### src/rtl/slot_game_controller.sv
// Slot machine round sequencer: detects the spin edge, validates the bet against the balance,
// spins three reels from a free-running LFSR, stops them in order, then strobes payout once.
module slot_game_controller #(
  parameter int SPIN_CYCLES = 25_000_000,
  parameter int STOP_GAP    = 12_500_000,
  parameter int SHOW_CYCLES = 50_000_000
) (
  input  logic       clk,
  input  logic       resetn,
  input  logic       spin,
  input  logic [6:0] bet,
  input  logic [9:0] balance,
  output logic [2:0] first,
  output logic [2:0] second,
  output logic [2:0] third,
  output logic [6:0] bet_out,
  output logic       payout,
  output logic       busy,
  output logic       reject,
  output logic [2:0] state
);

  typedef enum logic [2:0] {
    ST_IDLE   = 3'd0,
    ST_SPIN3  = 3'd1,
    ST_SPIN2  = 3'd2,
    ST_SPIN1  = 3'd3,
    ST_SETTLE = 3'd4,
    ST_PAY    = 3'd5,
    ST_SHOW   = 3'd6
  } state_t;

  localparam logic [26:0] LP_SPIN = 27'(SPIN_CYCLES);
  localparam logic [26:0] LP_GAP  = 27'(STOP_GAP);
  localparam logic [26:0] LP_SHOW = 27'(SHOW_CYCLES);
  localparam logic [15:0] LP_SEED = 16'hACE1;

  state_t      r_state;
  logic [26:0] r_cnt;
  logic [15:0] r_lfsr;
  logic        r_spin_d;
  logic [2:0]  r_first;
  logic [2:0]  r_second;
  logic [2:0]  r_third;
  logic [6:0]  r_bet_out;
  logic        r_payout;
  logic        r_busy;
  logic        r_reject;

  logic [6:0]  w_bet_eff;
  logic        w_request;
  logic        w_accept;
  logic        w_cnt_done;
  logic        w_lfsr_fb;

  assign w_bet_eff  = (bet > 7'd100) ? 7'd100 : bet;
  assign w_request  = spin & ~r_spin_d;
  assign w_accept   = (w_bet_eff != 7'd0) && ({3'b000, w_bet_eff} <= balance);
  // Counter is loaded with N and expires on the cycle it reads 1, giving exactly N cycles per phase.
  assign w_cnt_done = (r_cnt == 27'd1);
  // Taps 16,14,13,11 of x^16+x^14+x^13+x^11+1 map to bits 15,13,12,10.
  assign w_lfsr_fb  = r_lfsr[15] ^ r_lfsr[13] ^ r_lfsr[12] ^ r_lfsr[10];

  always_ff @(posedge clk) begin
    if (!resetn) begin
      r_lfsr   <= LP_SEED;
      r_spin_d <= 1'b0;
    end else begin
      r_lfsr   <= {r_lfsr[14:0], w_lfsr_fb};
      r_spin_d <= spin;
    end
  end

  always_ff @(posedge clk) begin
    if (!resetn) begin
      r_state   <= ST_IDLE;
      r_cnt     <= '0;
      r_first   <= '0;
      r_second  <= '0;
      r_third   <= '0;
      r_bet_out <= '0;
      r_payout  <= 1'b0;
      r_busy    <= 1'b0;
      r_reject  <= 1'b0;
    end else begin
      r_payout <= 1'b0;
      r_reject <= 1'b0;
      case (r_state)
        ST_IDLE: begin
          if (w_request) begin
            if (w_accept) begin
              r_bet_out <= w_bet_eff;
              r_cnt     <= LP_SPIN;
              r_state   <= ST_SPIN3;
              r_busy    <= 1'b1;
            end else begin
              r_reject <= 1'b1;
            end
          end
        end
        ST_SPIN3: begin
          r_first  <= r_lfsr[2:0];
          r_second <= r_lfsr[7:5];
          r_third  <= r_lfsr[12:10];
          if (w_cnt_done) begin
            r_cnt   <= LP_GAP;
            r_state <= ST_SPIN2;
          end else begin
            r_cnt <= r_cnt - 27'd1;
          end
        end
        ST_SPIN2: begin
          r_second <= r_lfsr[7:5];
          r_third  <= r_lfsr[12:10];
          if (w_cnt_done) begin
            r_cnt   <= LP_GAP;
            r_state <= ST_SPIN1;
          end else begin
            r_cnt <= r_cnt - 27'd1;
          end
        end
        ST_SPIN1: begin
          r_third <= r_lfsr[12:10];
          if (w_cnt_done) begin
            r_state <= ST_SETTLE;
          end else begin
            r_cnt <= r_cnt - 27'd1;
          end
        end
        ST_SETTLE: begin
          r_payout <= 1'b1;
          r_state  <= ST_PAY;
        end
        ST_PAY: begin
          r_cnt   <= LP_SHOW;
          r_state <= ST_SHOW;
        end
        ST_SHOW: begin
          if (w_cnt_done) begin
            r_state <= ST_IDLE;
            r_busy  <= 1'b0;
          end else begin
            r_cnt <= r_cnt - 27'd1;
          end
        end
        default: begin
          r_state <= ST_IDLE;
          r_busy  <= 1'b0;
        end
      endcase
    end
  end

  assign first   = r_first;
  assign second  = r_second;
  assign third   = r_third;
  assign bet_out = r_bet_out;
  assign payout  = r_payout;
  assign busy    = r_busy;
  assign reject  = r_reject;
  assign state   = r_state;

endmodule

### config.mk
export PLATFORM = sky130hd
export DESIGN_NAME = slot_game_controller
export DESIGN_NICKNAME = d
export VERILOG_FILES = /design/src/rtl/slot_game_controller.sv
export SDC_FILE = /design/constraint.sdc
export NUM_CORES = 1
export LEC_CHECK = 0
export CAP_MARGIN = 10
export CORE_MARGIN = 5
export CORE_UTILIZATION = 56
export DETAILED_ROUTE_END_ITERATION = 10
export PLACE_DENSITY_LB_ADDON = 0.3
export SYNTH_ARGS = -nofsm -noshare
export SYNTH_HDL_FRONTEND = slang
export SYNTH_SLANG_ARGS = --single-unit
### constraint.sdc
create_clock -name clk -period 3.1 [get_ports clk]
set_clock_uncertainty 0.05 [all_clocks]
set_input_delay 0.465 -clock clk [delete_from_list [all_inputs] [get_ports clk]]
set_output_delay 0.465 -clock clk [all_outputs]
set_load 0.005 [all_outputs]
[After elaboration in Yosys (flattened, before gate mapping)]
Index checks and enable logic that the tools add are counted.
Storage, ports and cells
  flip-flop bits (word level): 66
  input bits: 20
  output and inout bits: 22
  word-level logic and storage cells: 66
Operators by class
  $add $sub $neg: 1
  magnitude comparators: 2
  equal/unequal tests: 14
  muxes and demuxes: 19
  bitwise logic cells: 6
  reductions and logical operators: 13
Operator list (count)
  2-to-1 mux 27 bit: 4
  one-hot mux 27 bit (4 select lines): 1
  == test 27 x 1 -> 1 bit (second input constant): 1
  subtractor 27 x 1 -> 27 bit (second input constant): 1
  one-hot mux 3 bit (7 select lines): 1
  2-to-1 mux 3 bit: 6
  != test 2 bit (second input constant): 7
  <= comparator 7 x 10 -> 1 bit: 1
  == test 3 bit (second input constant): 3
  AND reduction 4 bit: 2
  greater-than comparator 7 bit (second input constant): 1
  2-to-1 mux 7 bit: 1
  nonzero test 7 bit: 1
  == test 3 x 2 -> 1 bit (second input constant): 2
  AND reduction 3 bit: 2
  AND reduction 6 bit: 1
  2-to-1 mux 1 bit: 5
  OR reduction 5 bit: 1
  nonzero test 4 bit: 1
  OR reduction 2 bit: 2
  == test 3 x 1 -> 1 bit (second input constant): 1
  zero test 3 bit: 1
  one-hot mux 1 bit (3 select lines): 1
  OR reduction 3 bit: 1
  4 further kinds: 7

[Logic depth before layout (Yosys ltp)]
Gate-level depths: netlist (run 1).
  depth after elaboration: 7
  depth in mapped cells: 12
  depth with buffers taken out: 11

[Least setup slack after synthesis (run 1)]
OpenSTA, ideal clock, no wires.
  path kind: input-to-reg
  start: input bet[3]
  end: register r_cnt[24]
  arrival: 2.731 ns
  data required time: 2.964 ns
  path slack: 0.233 ns
  stages on the path: 12
  buffers on the path: 1
  cell sequence: nor3_1 nand3b_1 and2_1 ha_1 a211o_1 o211ai_1 o211ai_1 a21oi_1 and2_1 clkbuf_1 a311oi_1 a211oi_1
Between the ends
  cells in the longest elaborated chain, start to end: 6
  elaborated cells between the ends (all ways): 7
  classes of those cells: order compare (2); eq/ne (1); mux (1); reduce/logical (3)
Ends and longest elaborated chain
  start: declaration: RTL line 11  | input logic [6:0] bet,
  greater-than comparator 7 bit: RTL line 56  | assign w_bet_eff = (bet > 7'd100) ? 7'd100 : bet;
  2-to-1 mux 7 bit (*): RTL line 56
  net w_bet_eff[3]: RTL line 50  | logic [6:0] w_bet_eff;
  <= comparator 7 x 10 -> 1 bit / nonzero test 7 bit (equally long branches): RTL line 58  | assign w_accept = (w_bet_eff != 7'd0) && ({3'b000, w_bet_eff} <= balance);
  logical AND 1 bit (*): RTL line 58
  != test 2 bit (no line) (*)
  AND reduction 4 bit (no line) (*)
  end signal: assignment: RTL line 109  | r_cnt <= r_cnt - 27'd1;
  end signal: assignment: RTL line 119  | r_cnt <= r_cnt - 27'd1;
  end signal: assignment: RTL line 127  | r_cnt <= r_cnt - 27'd1;
  end: declaration: RTL line 39  | logic [26:0] r_cnt;
The timed path passes the listed nets; every way through them passes the cells marked *.
A chain may end at the register's enable or synchronous reset.

[Worst setup path after layout (run 1)]
  start: input bet[5]
  end: register r_cnt[15]
Between the ends
  cells in the longest elaborated chain, start to end: 6
  elaborated cells between the ends (all ways): 7
  classes of those cells: order compare (2); eq/ne (1); mux (1); reduce/logical (3)
Ends and longest elaborated chain (RTL line)
  greater-than comparator 7 bit (*): 56
  2-to-1 mux 7 bit (*): 56
  net w_bet_eff[3]: 50
  <= comparator 7 x 10 -> 1 bit / nonzero test 7 bit (equally long branches): 58
  logical AND 1 bit (*): 58
  != test 2 bit (no line) (*)
  AND reduction 4 bit (no line) (*)
Marked as above.

==> impl_metrics.json, run 1 <==
{
  "outcome": "finished clean",
  "cts_inserted_buffers": 9,
  "grt_pass1_wl_mm": 15.4,
  "clockBufferDepth": 2,
  "pwr-share-clk": 0.331,
  "min_period_ps": 2990,
  "worstPathCellList": "clkdlybuf4s50_1, nand3b_1, and2_4, ha_1, a211o_1, o211ai_1, o211ai_1, a21oi_2, o2bb2ai_4, buf_4, a2111o_1, a21oi_1",
  "dr.pass1.iters": 6,
  "pin_count": 42,
  "synth_warnings": 0,
  "synthFlopType": "dfxtp_1",
  "p_sw_uw": 756,
  "diodes": 0,
  "switching_share": 0.329,
  "wire_per_inst_um": 16.3,
  "hold_viol_final": 0,
  "seqPwrFrac": 0.424,
  "num-nets-final": 521,
  "synth_cell_types": 58,
  "layout_common_cells": "66 x dfxtp_1, 51 x nand2_1, 45 x nor2_1, 45 x a21oi_1, 38 x clkdlybuf4s50_1",
  "pwr-share-comb": 0.245,
  "grt_max_degree": 35,
  "final_common_cell": "dfxtp_1",
  "via_count": 3487,
  "synth_nets": 464,
  "critPathKind": "in -> reg",
  "vdd_drop_max_mv": 0.409,
  "drc": 0,
  "die_x_um": 88.7,
  "clkLatencyLatePin_ps": 360,
  "final-max-slew-violation-count": 0,
  "crit_path_max_incr_delay_ps": 500,
  "wirelength_mm": 9.34,
  "grt_pass1_vias": 3298,
  "postLayoutCoreUtil": 0.723,
  "crit_path_start_kind": "primary input",
  "port_buffers": 41,
  "grtUsageTotal": 0.250,
  "synthArstFlopShare": 0,
  "power_density_nw_per_um2": 534,
  "die_area_um2": 7860,
  "cts_max_level": 3,
  "ys_seq_area_frac": 0.381,
  "grt_setup_unrepaired": "false",
  "gr-total-overflow": 0,
  "start_util": 0.582,
  "drv_cap": 0,
  "synth_area_um2": 3460,
  "layoutNonFillerInstCount": 572,
  "avgSynthCellArea_um2": 7.96,
  "cts.sinks": 66,
  "endpoint_kind": "flip-flop",
  "core_area_um2": 5960,
  "via_per_inst": 6.10,
  "placed_area_um2": 4030,
  "synth_edf_count": 0,
  "cp_common_cell": "o211ai_1",
  "relSlewSlack": 0.444,
  "max_freq_ghz": 0.335,
  "drive_gt1_frac": 0.125,
  "dp_cells": 551,
  "antenna_found_initial": 0,
  "slowest_stage": "clkdlybuf4s50_1",
  "rows": 28,
  "required_ps": 3340,
  "min_period_over_period": 0.964,
  "first_iter_violations": 364,
  "dp.final_hpwl_mm": 6.50,
  "path_clk_slew_ps": 80,
  "cp.arrival_ps": 3230,
  "ant_nets": 0,
  "gp_congestion": 0.937,
  "nFillCells": 450,
  "finalInstanceArea_um2": 4310,
  "area_delta_synth_final_pct": 24.3,
  "cts-root-buf": "clkbuf_8",
  "ys_ff_latch": 66,
  "r2r_slack_ps": 400,
  "cp_max_fo": 5,
  "netlist_instances": 435,
  "die_h_um": 88.7,
  "crit_family": "compound AO/OA/AOI/OAI gates",
  "internal-power_uw": 1540,
  "worstHoldPathType": "reg -> reg",
  "cts_tree": "built",
  "setup_viol_count_final": 0,
  "leakage_uw": 0.00173,
  "critPathBufInv": 2,
  "worstMarginPinSlew_ps": 827
}
-- power by group through the flow --
stage               Clock (uW)  Combinational, uW  Sequential (uW)
floorplan                    0                376              975
global placement             0                526              988
detailed placement           0                538              991
CTS                        772                543              973
global route               815                619              986
finish                     762                563              975
-- cell type report --
| type | count | area [um^2] | share of cell area |
|---|---|---|---|
| inverters | 14 | 52.6 | 0.0122 |
| well taps | 75 | 93.8 | 0.0218 |
| clock buffers | 9 | 124 | 0.0288 |
| multi-input cells | 333 | 2010 | 0.467 |
| flip-flops and latches | 66 | 1320 | 0.307 |
| repair buffers | 68 | 621 | 0.144 |
| clock inverters | 7 | 83.8 | 0.0195 |
-- per-layer routing --
layer | vias up | routed length (um) | GRT usage | share of wire
li1 | 1679 | - | - | -
met1 | 1633 | 3840 | 0.314 | 0.41
met2 | 153 | 4570 | 0.415 | 0.49
met3 | 22 | 712 | 0.0531 | 0.076
met4 | 0 | 215 | 0.102 | 0.023
met5 | - | 0 | 0 | 0
-- synth_stat cells, drive strengths merged, types with 2 or more instances --
| library cell | n | area [um^2] |
|---|---|---|
| xor2 | 2 | 17.5 |
| or3 | 9 | 56.3 |
| ha | 9 | 113 |
| o311a | 2 | 20.0 |
| or4 | 7 | 56.3 |
| nand2 | 52 | 198 |
| a31oi | 10 | 62.6 |
| nand2b | 12 | 75.1 |
| o211a | 2 | 20.0 |
| a311oi | 2 | 17.5 |
| o31ai | 3 | 22.5 |
| and4 | 3 | 26.3 |
| nand3 | 11 | 55.1 |
| o22ai | 3 | 18.8 |
| o21ai | 25 | 125 |
| o211ai | 7 | 52.6 |
| dfxtp | 66 | 1320 |
| and2 | 14 | 87.6 |
| o21bai | 2 | 15.0 |
| a211o | 2 | 17.5 |
| o221a | 3 | 33.8 |
| a21oi | 47 | 239 |
| nor3 | 13 | 65.1 |
| nor2b | 2 | 12.5 |
| inv | 13 | 48.8 |
| nor4 | 11 | 105 |
| xnor2 | 4 | 35.0 |
| nor2 | 46 | 175 |
| buf | 4 | 41.3 |
| nand4 | 4 | 25.0 |
| or2 | 4 | 25.0 |
| mux2i | 6 | 60.1 |
| clkbuf | 19 | 71.3 |
| a21boi | 2 | 15.0 |
-- sequential cells by signal, summed over array words and instances (netlist names) --
| signal | flops |
|---|---|
| state | 3 |
| r_spin_d | 1 |
| payout | 1 |
| busy | 1 |
| second | 3 |
| bet_out | 7 |
| reject | 1 |
| r_lfsr | 16 |
| r_cnt | 27 |
| first | 3 |
| third | 3 |
-- through the flow --
step	setup WS [ps]	hold WS (ps)	setup TNS, ps	power [uW]
finish	113	372	0	2300
global route	0.765	403	0	2420
CTS	12.7	376	0	2290
detailed placement	-395	350	-9830	1530
global placement	-281	346	-5760	1510
floorplan	233	336	0	1350
-- cell families after synthesis --
group | count (synthesis) | synth area share
AO/OA/AOI/OAI | 119 | 0.218
XOR/XNOR | 6 | 0.0152
adder cells (fa/ha/maj) | 9 | 0.0325
buffers and inverters | 37 | 0.0477
flip-flops | 66 | 0.381
multiplexers | 6 | 0.0173
AND/OR/NAND/NOR | 192 | 0.288
-- path summary, 6_finish.rpt --
check,from,endpoint,cells after the start
worst min-delay path,r_lfsr[14]$_SDFF_PN0_,r_lfsr[15]$_SDFF_PN1_,1
worst max register to register,r_cnt[2]$_SDFFE_PN0P_,r_cnt[26]$_SDFFE_PN0P_,7
worst min register to register,r_lfsr[14]$_SDFF_PN0_,r_lfsr[15]$_SDFF_PN1_,1
worst max-delay path,bet[5],r_cnt[15]$_SDFFE_PN0P_,12
-- repair_timing --
item	CTS	global route
gates cloned	0	1
pin swaps	1	5
endpoints found under the setup margin	7	26
setup buffers	0	4
resized for setup	1	6
hold buffers	0	0
Note: power is estimated with default switching activity, not from simulation.
==> run 2, diff against run 1 <==
--- a/config.mk
+++ b/config.mk
@@ -7,9 +7,11 @@
 export LEC_CHECK = 0
 export CAP_MARGIN = 10
 export CORE_MARGIN = 5
-export CORE_UTILIZATION = 56
+export CORE_UTILIZATION = 57
 export DETAILED_ROUTE_END_ITERATION = 10
+export DONT_BUFFER_PORTS = 1
 export PLACE_DENSITY_LB_ADDON = 0.3
+export REMOVE_ABC_BUFFERS = 1
 export SYNTH_ARGS = -nofsm -noshare
 export SYNTH_HDL_FRONTEND = slang
 export SYNTH_SLANG_ARGS = --single-unit
==> constraint.sdc (replaced) <==
create_clock -name clk -period 2.5 [get_ports clk]
set_clock_uncertainty 0.05 [all_clocks]
set_input_delay 0.375 -clock clk [delete_from_list [all_inputs] [get_ports clk]]
set_output_delay 0.375 -clock clk [all_outputs]
set_load 0.005 [all_outputs]
==> run 2 against run 1 <==
Non-clock buffer count fell by 2; critical path depth rose by 2; combinational power rose by 47%; clock power rose by 27%; register-to-register slack got worse by 340 ps; highest routed layer unchanged; global-route usage rose by 1.5 points; wire length rose by 7.2%; largest power group unchanged; first-iteration DRC count rose by 12%; via count rose by 1.6%; core utilization rose by 0.68 points; total power rose by 30%.
==> impl_metrics.json, run 2 (synthesis results as in run 1) <==
{
  "outcome": "finished clean",
  "drc": 0,
  "holdWs_ps": 35.1,
  "crit_path_max_incr_delay_ps": 360,
  "die_area_um2": 7740,
  "port_buffers": 0,
  "min_period_ps": 2490,
  "diodes": 0,
  "gr-total-overflow": 0,
  "drive_gt1_frac": 0.240,
  "worstMarginPinSlew_ps": 904,
  "max_freq_ghz": 0.402,
  "slowest_stage": "nor4_2",
  "grt_setup_unrepaired": "true",
  "grt_max_degree": 36,
  "rows": 28,
  "via_count": 3542,
  "drv_cap": 0,
  "cp_max_fo": 4,
  "setup_slack_ps": 14.5,
  "path_clk_slew_ps": 80,
  "endpoint_kind": "flip-flop",
  "cts_tree": "built",
  "first_iter_violations": 407,
  "critPathKind": "in -> reg",
  "grt_pass1_vias": 3455,
  "required_ps": 2680,
  "final_common_cell": "dfxtp_1",
  "grt_pass1_wl_mm": 16.1,
  "leakage_uw": 0.00178,
  "cts-root-buf": "clkbuf_8",
  "die_x_um": 88.0,
  "gp_congestion": 0.955,
  "ant_nets": 0,
  "seqCellArea_um2": 1320,
  "worstPathCellList": "nor3_4, nand3b_1, buf_4, and2_4, ha_4, nand3_1, o22ai_1, nor4_2, a21oi_2, buf_6, and2_1, buf_4, a311oi_2, a211oi_1",
  "start_util": 0.585,
  "dp.final_hpwl_mm": 6.61,
  "relSlewSlack": 0.393,
  "cp.arrival_ps": 2670,
  "cts.sinks": 66,
  "wirelength_mm": 10.0,
  "dr.pass1.iters": 5,
  "setup_viol_count_final": 0,
  "dp_slack_ps": -519,
  "crit_path_start_kind": "primary input",
  "num-nets-final": 519,
  "pin_count": 42,
  "clockBufferDepth": 2,
  "hold_viol_final": 0,
  "layoutNonFillerInstCount": 570,
  "nFillCells": 430,
  "tns_ps": 0,
  "die_h_um": 88.0,
  "clkLatencyLatePin_ps": 360,
  "core_area_um2": 5920,
  "wire_per_inst_um": 17.6,
  "power_density_nw_per_um2": 691,
  "cts_max_level": 3,
  "cts_inserted_buffers": 9,
  "final-max-slew-violation-count": 0,
  "antenna_found_initial": 0,
  "multi_input_area_um2": 2120,
  "layout_common_cells": "66 x dfxtp_1, 59 x buf_4, 49 x nand2_1, 44 x nor2_1, 41 x a21oi_1",
  "cp_common_cell": "buf_4",
  "dp_cells": 544,
  "top_register": "r_cnt",
  "via_per_inst": 6.21,
  "largest_reg_flops": 27,
  "min_period_over_period": 0.994,
  "vdd_drop_max_mv": 0.597,
  "grtUsageTotal": 0.265,
  "worstHoldPathType": "in -> reg",
  "area_delta_synth_final_pct": 24.7
}
run 2: cell types whose count changed in the layout (fill, tap and decap cells not counted), sizes merged:
cell / delta
clkdlybuf4s50: -38
dlymetal6s2s: -3
buf: +39
clkinvlp: -1
clkinv: +1
run 2: path summary, 6_finish.rpt:
path                               from                     end  slack [ps]  cells after the start
setup reg to reg  r_cnt[8]$_SDFFE_PN0P_  r_cnt[12]$_SDFFE_PN0P_          60                      8
hold reg to reg   r_lfsr[14]$_SDFF_PN0_   r_lfsr[15]$_SDFF_PN1_         380                      1
setup / recovery                 bet[3]  r_cnt[24]$_SDFFE_PN0P_          10                     14
hold / removal                   resetn    r_lfsr[0]$_SDFF_PN1_          40                      1
run 2: routing by layer:
layer	wire [um]	up-vias	track usage
met5	0	-	0
met4	292	0	0.117
met3	1000	36	0.0771
met2	4650	199	0.440
met1	4070	1628	0.316
li1	-	1679	-
run 2: report_power, final:
| part | internal [uW] | switching [uW] |
|---|---|---|
| logic | 380 | 447 |
| registers | 1130 | 62.1 |
| clock network | 481 | 482 |
run 2: critical path: cells and delay by family:
family,cells,cell delay [ps]
AOI/OAI and AO/OA,4,520
adders and majority gates,1,190
buffers and inverters,3,450
and+or+nand+nor,6,1130
run 2: area by class of cell:
cell class,instances,share of cell area
multi-input cells,333,0.491
repair buffers,66,0.121
well taps,75,0.0217
inverters,14,0.0122
flip-flops and latches,66,0.306
clock inverters,7,0.0197
clock buffers,9,0.0287
run 2: through the flow:
| stage | power (uW) | utilization | cell area, um^2 |
|---|---|---|---|
| after floorplan | 1650 | - | 3350 |
| after global placement | 1910 | 0.654 | 3870 |
| after detailed placement | 1940 | 0.654 | 3870 |
| after CTS | 2910 | 0.703 | 4160 |
| after global routing | 3120 | 0.730 | 4320 |
| final | 2990 | 0.730 | 4320 |
run 2: timing repair:
item,4_1_cts,5_1_grt
buffers inserted,4,4
hold buffers,0,0
pin swaps,4,12
endpoints found under the setup margin,23,26
gates cloned,1,1
gates resized for setup,6,27
==> run 3, diff against run 2 <==
--- a/config.mk
+++ b/config.mk
@@ -7,10 +7,10 @@
 export LEC_CHECK = 0
 export CAP_MARGIN = 10
 export CORE_MARGIN = 5
-export CORE_UTILIZATION = 57
+export CORE_UTILIZATION = 55
 export DETAILED_ROUTE_END_ITERATION = 10
 export DONT_BUFFER_PORTS = 1
-export PLACE_DENSITY_LB_ADDON = 0.3
+export PLACE_DENSITY = 0.7
 export REMOVE_ABC_BUFFERS = 1
 export SYNTH_ARGS = -nofsm -noshare
 export SYNTH_HDL_FRONTEND = slang
==> run 3 against run 2 <==
Register-to-register slack about the same; total power is 0.29% higher; final cell count up 2.1%; critical path type unchanged; flip-flop and latch count unchanged; wire length is 1.1% higher; global-route usage down 0.59 points.
==> impl_metrics.json, run 3 (synthesis results as in run 1) <==
{
  "die_area_um2": 7990,
  "rows": 29,
  "drive_gt1_frac": 0.273,
  "power_density_nw_per_um2": 666,
  "layout_common_cells": "68 x buf_4, 65 x dfxtp_1, 48 x nand2_1, 45 x nor2_1, 41 x a21oi_1",
  "cts_tree": "built",
  "min_period_ps": 2440,
  "p_sw_uw": 990,
  "top_register": "r_cnt",
  "dp.final_hpwl_mm": 6.75,
  "gp_congestion": 0.951,
  "seqPwrFrac": 0.395,
  "pwr-share-clk": 0.317,
  "layoutNonFillerInstCount": 582,
  "drc": 0,
  "grtUsageTotal": 0.259,
  "worstHoldPathType": "in -> reg",
  "grt_max_degree": 36,
  "max_freq_ghz": 0.409,
  "cp_max_fo": 8,
  "pin_count": 42,
  "required_ps": 2750,
  "die_x_um": 89.4,
  "wire_per_inst_um": 17.4,
  "grt_pass1_vias": 3423,
  "cts.hold.buffers_added": 0,
  "largest_reg_flops": 27,
  "cts-root-buf": "clkbuf_8",
  "pwr-share-comb": 0.287,
  "grt_setup_unrepaired": "true",
  "via_count": 3511,
  "gr-total-overflow": 0,
  "endpoint_kind": "flip-flop",
  "clockBufferDepth": 2,
  "final-max-slew-violation-count": 0,
  "leakage_uw": 0.00183,
  "wirelength_mm": 10.1,
  "antenna_found_initial": 0,
  "path_clk_slew_ps": 80,
  "core_area_um2": 6240,
  "start_util": 0.555,
  "ant_nets": 0,
  "critPathKind": "in -> reg",
  "holdWs_ps": 35.1,
  "drv_cap": 0,
  "vdd_drop_max_mv": 0.472,
  "dr.pass1.iters": 5,
  "via_per_inst": 6.03,
  "nFillCells": 478,
  "crit_path_start_kind": "primary input",
  "setup_viol_count_final": 0,
  "min_period_over_period": 0.977,
  "relSlewSlack": 0.573,
  "die_h_um": 89.4,
  "cts_max_level": 3,
  "port_buffers": 0,
  "dp_cells": 556,
  "switching_share": 0.331,
  "cts.sinks": 66,
  "area_delta_synth_final_pct": 29.8,
  "outcome": "finished clean",
  "num-nets-final": 529,
  "cts_inserted_buffers": 9,
  "totalPowerFinal_uw": 2990,
  "hold_viol_final": 0,
  "first_iter_violations": 332,
  "clkLatencyLatePin_ps": 360,
  "grt_pass1_wl_mm": 15.9,
  "worstMarginPinSlew_ps": 641,
  "diodes": 0,
  "final_common_cell": "buf_4",
  "cp.arrival_ps": 2690,
  "internal-power_uw": 2000
}
-- run 3: changes by cell type in the layout (fill, tap and decap cells not counted), sizes merged --
cell / delta
buf: +9
clkinv: -1
clkinvlp: +1
o2bb2ai: +1
-- run 3: metal layers --
metal	GRT usage	up-vias	share of wire
li1	-	1698	-
met1	0.329	1653	0.42
met2	0.398	134	0.48
met3	0.0802	26	0.074
met4	0.126	0	0.026
met5	0	-	0
-- run 3: power groups by stage --
stage / Clock (uW) / Sequential [uW] / Combinational (uW)
after CTS: 959 / 1180 / 772
final: 950 / 1180 / 860
after global routing: 1020 / 1190 / 936
after detailed placement: 0 / 1210 / 746
after floorplan: 0 / 1220 / 431
after global placement: 0 / 1200 / 735
-- run 3: what timing repair did --
action | CTS | global route
pin swaps | 4 | 30
endpoints found under the setup margin | 27 | 36
resized for setup | 6 | 47
cloned | 2 | 0
setup buffers | 3 | 5
-- run 3: cell type report --
type,instances,area [um^2],area share
clock buffer,9,124,0.0275
clock inverter,7,83.8,0.0186
inverter,14,52.6,0.0117
multi-input combinational,334,2230,0.496
sequential,66,1320,0.294
tap,77,96.3,0.0214
timing repair buffer,75,589,0.131
-- run 3: worst paths after layout --
check | from | endpoint | slack [ps] | cells past startpoint
max | bet[2] | r_cnt[1]$_SDFFE_PN0P_ | 60 | 12
min | resetn | r_lfsr[0]$_SDFF_PN1_ | 40 | 1
max reg2reg | r_cnt[12]$_SDFFE_PN0P_ | r_cnt[6]$_SDFFE_PN0P_ | 70 | 9
min reg2reg | r_lfsr[4]$_SDFF_PN0_ | r_lfsr[5]$_SDFF_PN1_ | 370 | 1
-- run 3: metrics by stage --
step	setup TNS, ps	utilization	worst slack, ps	cell area, um^2
floorplan	-4770	-	-362	3350
global placement	-12020	0.633	-496	3950
detailed placement	-16620	0.633	-621	3950
CTS	-22.5	0.679	-12.1	4240
global route	-494	0.721	-54.7	4500
finish	0	0.721	57.3	4500
-- run 3: worst max-delay path: stages --
cell,delay [ps]
nor3_4,170
nand3b_1,190
buf_6,140
nand2b_4,70
ha_4,150
a211o_1,280
o211ai_1,80
o211ai_1,190
a21oi_4,350
o2bb2ai_4,180
or3_4,390
a21oi_2,110
